--- config.mk ---
export PLATFORM = sky130hd
export DESIGN_NAME = alu_flag_branch_unit
export DESIGN_NICKNAME = d
export VERILOG_FILES = /design/src/rtl/flag_pkg.sv /design/src/rtl/cond_eval.sv /design/src/rtl/alu_flag_branch_unit.sv
export SDC_FILE = /design/constraint.sdc
export NUM_CORES = 1
export LEC_CHECK = 0
export CORE_MARGIN = 3
export CORE_UTILIZATION = 44
export CTS_CLUSTER_SIZE = 12
export DETAILED_ROUTE_END_ITERATION = 8
export PLACE_DENSITY = 0.75
export SYNTH_ARGS = -nofsm -noshare
export SYNTH_HDL_FRONTEND = slang
export SYNTH_SLANG_ARGS = --single-unit
export TNS_END_PERCENT = 20
--- constraint.sdc ---
create_clock -name clk -period 2.3 [get_ports clk]
set_clock_uncertainty 0.2 [all_clocks]
set_input_delay 0.23 -clock clk [delete_from_list [all_inputs] [get_ports clk]]
set_output_delay 0.23 -clock clk [all_outputs]
set_load 0.01 [all_outputs]
--- src/rtl/flag_pkg.sv ---
// Shared encodings for the ALU flag / branch-resolution unit:
// flag bit positions, branch condition codes and carry-op encodings.
package flag_pkg;

  localparam int FLAG_S  = 4;
  localparam int FLAG_Z  = 3;
  localparam int FLAG_CY = 2;
  localparam int FLAG_P  = 1;
  localparam int FLAG_V  = 0;

  localparam logic [3:0] COND_ALWAYS = 4'h0;
  localparam logic [3:0] COND_NEVER  = 4'h1;
  localparam logic [3:0] COND_Z      = 4'h2;
  localparam logic [3:0] COND_NZ     = 4'h3;
  localparam logic [3:0] COND_CY     = 4'h4;
  localparam logic [3:0] COND_NCY    = 4'h5;
  localparam logic [3:0] COND_S      = 4'h6;
  localparam logic [3:0] COND_NS     = 4'h7;
  localparam logic [3:0] COND_V      = 4'h8;
  localparam logic [3:0] COND_NV     = 4'h9;
  localparam logic [3:0] COND_P      = 4'hA;
  localparam logic [3:0] COND_NP     = 4'hB;
  localparam logic [3:0] COND_LT     = 4'hC;
  localparam logic [3:0] COND_GE     = 4'hD;
  localparam logic [3:0] COND_LE     = 4'hE;
  localparam logic [3:0] COND_GT     = 4'hF;

  localparam logic [1:0] FOP_NONE = 2'b00;
  localparam logic [1:0] FOP_SET  = 2'b01;
  localparam logic [1:0] FOP_CLR  = 2'b10;
  localparam logic [1:0] FOP_CPL  = 2'b11;

endpackage

--- src/rtl/cond_eval.sv ---
// Combinational branch-condition evaluator: 4-bit condition code against
// the {S,Z,CY,P,V} flag vector.
module cond_eval
  import flag_pkg::*;
(
  input  logic [3:0] cond,
  input  logic [4:0] flags,
  output logic       taken
);

  logic lt_s;

  assign lt_s = flags[FLAG_S] ^ flags[FLAG_V];

  // condition decode
  always_comb begin
    taken = 1'b0;
    case (cond)
      COND_ALWAYS: taken = 1'b1;
      COND_NEVER:  taken = 1'b0;
      COND_Z:      taken = flags[FLAG_Z];
      COND_NZ:     taken = ~flags[FLAG_Z];
      COND_CY:     taken = flags[FLAG_CY];
      COND_NCY:    taken = ~flags[FLAG_CY];
      COND_S:      taken = flags[FLAG_S];
      COND_NS:     taken = ~flags[FLAG_S];
      COND_V:      taken = flags[FLAG_V];
      COND_NV:     taken = ~flags[FLAG_V];
      COND_P:      taken = flags[FLAG_P];
      COND_NP:     taken = ~flags[FLAG_P];
      COND_LT:     taken = lt_s;
      COND_GE:     taken = ~lt_s;
      COND_LE:     taken = flags[FLAG_Z] | lt_s;
      COND_GT:     taken = ~flags[FLAG_Z] & ~lt_s;
      default:     taken = 1'b0;
    endcase
  end

endmodule

--- src/rtl/alu_flag_branch_unit.sv ---
// Condition-code register, branch resolution and a 2-entry result FIFO
// between the EX-stage flags and fetch/PC-select.
module alu_flag_branch_unit
  import flag_pkg::*;
#(
  parameter int ADDR_W = 16,
  parameter int CNT_W  = 16,
  parameter bit BYPASS = 1'b1
) (
  input  logic              clk,
  input  logic              rst_n,
  input  logic              flag_we,
  input  logic              sign_in,
  input  logic              zero_in,
  input  logic              carry_in,
  input  logic              parity_in,
  input  logic              overflow_in,
  input  logic [1:0]        flag_op,
  input  logic              br_valid,
  input  logic [3:0]        br_cond,
  input  logic [ADDR_W-1:0] br_target,
  output logic              br_ready,
  output logic              res_valid,
  input  logic              res_ready,
  output logic              res_taken,
  output logic [ADDR_W-1:0] res_target,
  output logic [4:0]        flags_out,
  output logic [CNT_W-1:0]  taken_cnt
);

  logic [4:0]        flags_q, flags_d, flags_in_s, eff_flags_s;
  logic              taken_s, push_s, pop_s;
  logic [1:0]        count_q, count_d;
  logic              wr_ptr_q, wr_ptr_d, rd_ptr_q, rd_ptr_d;
  logic              slot_taken_q  [2];
  logic [ADDR_W-1:0] slot_target_q [2];
  logic [CNT_W-1:0]  cnt_q, cnt_d;

  assign flags_in_s = {sign_in, zero_in, carry_in, parity_in, overflow_in};

  // flag_op only touches CY and never reaches the bypass path
  always_comb begin
    flags_d = flags_q;
    if (flag_we) begin
      flags_d = flags_in_s;
    end else begin
      case (flag_op)
        FOP_SET: flags_d[FLAG_CY] = 1'b1;
        FOP_CLR: flags_d[FLAG_CY] = 1'b0;
        FOP_CPL: flags_d[FLAG_CY] = ~flags_q[FLAG_CY];
        default: flags_d = flags_q;
      endcase
    end
  end

  assign eff_flags_s = (BYPASS && flag_we) ? flags_in_s : flags_q;

  cond_eval u_cond_eval (
    .cond  (br_cond),
    .flags (eff_flags_s),
    .taken (taken_s)
  );

  assign br_ready  = rst_n && (count_q != 2'd2);
  assign res_valid = (count_q != 2'd0);
  assign push_s    = br_valid && br_ready;
  assign pop_s     = res_valid && res_ready;

  // FIFO pointer/count and saturating counter next state
  always_comb begin
    wr_ptr_d = push_s ? ~wr_ptr_q : wr_ptr_q;
    rd_ptr_d = pop_s  ? ~rd_ptr_q : rd_ptr_q;
    case ({push_s, pop_s})
      2'b10:   count_d = count_q + 2'd1;
      2'b01:   count_d = count_q - 2'd1;
      default: count_d = count_q;
    endcase
    if (push_s && taken_s && !(&cnt_q)) begin
      cnt_d = cnt_q + {{(CNT_W-1){1'b0}}, 1'b1};
    end else begin
      cnt_d = cnt_q;
    end
  end

  // state registers
  always_ff @(posedge clk or negedge rst_n) begin
    if (!rst_n) begin
      flags_q          <= 5'b00000;
      count_q          <= 2'd0;
      wr_ptr_q         <= 1'b0;
      rd_ptr_q         <= 1'b0;
      cnt_q            <= '0;
      slot_taken_q[0]  <= 1'b0;
      slot_taken_q[1]  <= 1'b0;
      slot_target_q[0] <= '0;
      slot_target_q[1] <= '0;
    end else begin
      flags_q  <= flags_d;
      count_q  <= count_d;
      wr_ptr_q <= wr_ptr_d;
      rd_ptr_q <= rd_ptr_d;
      cnt_q    <= cnt_d;
      if (push_s) begin
        slot_taken_q[wr_ptr_q]  <= taken_s;
        slot_target_q[wr_ptr_q] <= br_target;
      end
    end
  end

  assign res_taken  = res_valid ? slot_taken_q[rd_ptr_q]  : 1'b0;
  assign res_target = res_valid ? slot_target_q[rd_ptr_q] : '0;
  assign flags_out  = flags_q;
  assign taken_cnt  = cnt_q;

endmodule

==> results.json <==
{
  "synth_top_area_frac": 0.510,
  "clkSlewWorstSetupHoldPaths_ps": 70,
  "seq_area_sq_um": 1480,
  "reg2reg_to": "taken_cnt[1]",
  "setup_viol": 0,
  "coreArea_sq_um": 6130,
  "rrSetupSlack_ps": 170,
  "drtIter0Drc": 75,
  "setup_slack_ps": 101,
  "worst_slew_pin_slew_ps": 737,
  "vias": 2181,
  "final_common_cell": "clkdlybuf4s50_1",
  "critPathKind": "in -> reg",
  "die_area_sq_um": 7590,
  "grt_pass1_wl_um": 11000,
  "cp_max_fo": 11,
  "yosysWarnings": 0,
  "grt_overflow": 0,
  "clkSinkCount": 59,
  "ant_nets": 0,
  "power_density_nw_per_um2": 1130,
  "cp.arrival_ps": 2210,
  "cap_viol_max_count": 0,
  "syn-cell-area_sq_um": 2890,
  "first_pass_iters": 4,
  "finalCritPeriodShare": 0.956,
  "pre_cts_ws_ps": -422,
  "chipHeight_um": 87.1,
  "initial_core_util": 0.472,
  "hold_path.class": "in -> reg",
  "drive_gt1_frac": 0.257,
  "cts_setup_buffers": 0,
  "crit_chain": "clkdlybuf4s50_1 > or3b_2 > mux2i_1 > a2111oi_2 > o221ai_2 > buf_4 > nand4_1 > xnor2_1",
  "holdPathStages": 3,
  "drc_errors": 0,
  "final_max_slew_viol_count": 0,
  "root_buffer": "clkbuf_8",
  "synth_edf_count": 0,
  "avgSynthCellArea_sq_um": 11.9,
  "fmax_mhz": 455,
  "numPortBuffers": 71,
  "cts_made_buffers": 9,
  "ys_async_sr_fraction": 1.00,
  "ys_types": 38,
  "ys_ff_latch": 59,
  "syn_inst": 244,
  "die_w_um": 87.1,
  "wl_um": 6380,
  "wl_per_cell_um": 15.1,
  "cp_slowest_cell": "or3b_2",
  "critPathTopFamily": "buffers and inverters",
  "htreeDepth": 3,
  "diodes": 0,
  "io_pins": 72,
  "critPathMaxStageDelay_ps": 480,
  "rsz0062_at_grt": "false",
  "p_leak_nw": 1.78,
  "yosysSeqAreaShare": 0.510,
  "grt_pass1_vias": 2372,
  "reg2regPathDepth": 6,
  "final_cell_mix": "clkdlybuf4s50_1, dfrtp_1, mux2_2, nor2_1, buf_4",
  "cp_num_buf_inv": 2,
  "grt_max_degree": 60,
  "rows": 28,
  "grt_use_total": 0.186,
  "synthFlopType": "dfrtp_1",
  "syn_nets": 278,
  "gp_congestion": 0.780,
  "holdPathEnd": "flags_out[2]",
  "synthTopCellsByArea": "dfrtp_1, mux2_2, mux2i_1, xnor2_1, nor2_1",
  "min_period_ps": 2200,
  "hold_viol": 0,
  "critPathLaunchType": "primary input",
  "cts_buffer_depth": 2,
  "area_growth_pct": 39.7,
  "hold-worst-slack_ps": 113,
  "viasPerCell": 5.18,
  "fin_tns_setup_ps": 0,
  "cts_tree": "done",
  "max_slew_margin": 0.509,
  "clk-insertion-delay-late_ps": 330,
  "antenna_found_initial": 0,
  "required_ps": 2310,
  "worst_hold_startpoint": "flag_we",
  "hpwl_um": 4550,
  "end_kind": "register",
  "synth_top_cell_by_area": "dfrtp_1",
  "nNetsFinal": 375,
  "multi_input_area_sq_um": 1350,
  "outcome": "finished clean",
  "r2r_start": "flags_out[0]",
  "ir_drop_mv": 0.766,
  "fillerInstances": 490
}
[worst max path at each step]
stage	startpoint	endpoint	slack, ps	cells after the start
5_1_grt	rd_ptr_q	res_target[14]	30	4
6_report	br_cond[0]	taken_cnt[8]	100	8
3_5_place_dp	flag_we	slot_taken_q[1]	-420	8
2_1_floorplan	flags_out[0]	taken_cnt[1]	8	6
4_1_cts	flag_we	slot_taken_q[1]	8	8
3_3_place_gp	flag_we	taken_cnt[1]	-400	8
[per-layer routing]
layer  up-vias  global-route usage  part of all wire
met1      1066               0.240              0.45
met3         7              0.0577             0.044
met2        52               0.302              0.49
met4         0              0.0572             0.011
li1       1056                   -                 -
met5         -                   0                 0
[state kept, by name, summed over array words and instances, names as in the netlist]
signal         count
wr_ptr_q           1
taken_cnt         16
flags_out          5
slot_target_q     32
rd_ptr_q           1
count_q            2
slot_taken_q       2
[report_power, final]
group          internal (mW)  switching, mW
Combinational           1.18          0.814
Clock                  0.495          0.403
Sequential              1.43          0.243
Total                   3.11           1.46
[stage by stage]
stage	utilization	cell area (sq um)	std cells	total power, mW
6_report	0.659	4040	421	4.57
2_1_floorplan	-	2890	244	2.75
3_5_place_dp	0.621	3810	403	3.70
4_1_cts	0.655	4020	420	4.63
3_3_place_gp	0.621	3810	403	3.65
5_1_grt	0.659	4040	421	4.90
[what timing repair did]
item,CTS,global route
endpoints found under the setup margin,6,17
hold endpoints to repair,59,0
gates cloned,0,1
gates resized for setup,1,6
hold buffers,1,0
pin swaps,0,3
[worst min-delay path, stage by stage]
cell,delay [ps]
dlymetal6s2s_1,120
buf_2,160
o21ai_0,90
[area by class of cell]
type	count	share of cell area
Tap cell	75	0.0232
Inverter	7	0.00650
Clock buffer	9	0.0306
Clock inverter	7	0.0170
Sequential cell	59	0.365
Multi-Input combinational cell	168	0.334
Timing Repair Buffer	96	0.223
[synth_stat cells (2+ instances only)]
cell,instances
buf_6,2
mux2_4,2
nor3_1,3
nor2_1,23
nand2_1,10
buf_2,3
xnor2_1,16
nand4_1,6
nor2b_1,2
and3_1,4
mux2_2,37
and4_1,2
a21oi_1,4
o21ai_0,3
dfrtp_1,59
nand3b_1,2
inv_1,7
and4_2,2
mux2i_1,21
nand3_1,11
ha_1,2
xor2_1,4
clkbuf_1,4
[kinds of logic after synthesis]
logic type,after synthesis,synth area share
and+or+nand+nor,71,0.126
muxes,60,0.227
DFF,59,0.510
xor gates and xnor gates,20,0.0605
buffers and inverters,17,0.0285
AOI/OAI and AO/OA,15,0.0393
adders and majority gates,2,0.00865
No activity file was read; power rests on OpenSTA's default activity.
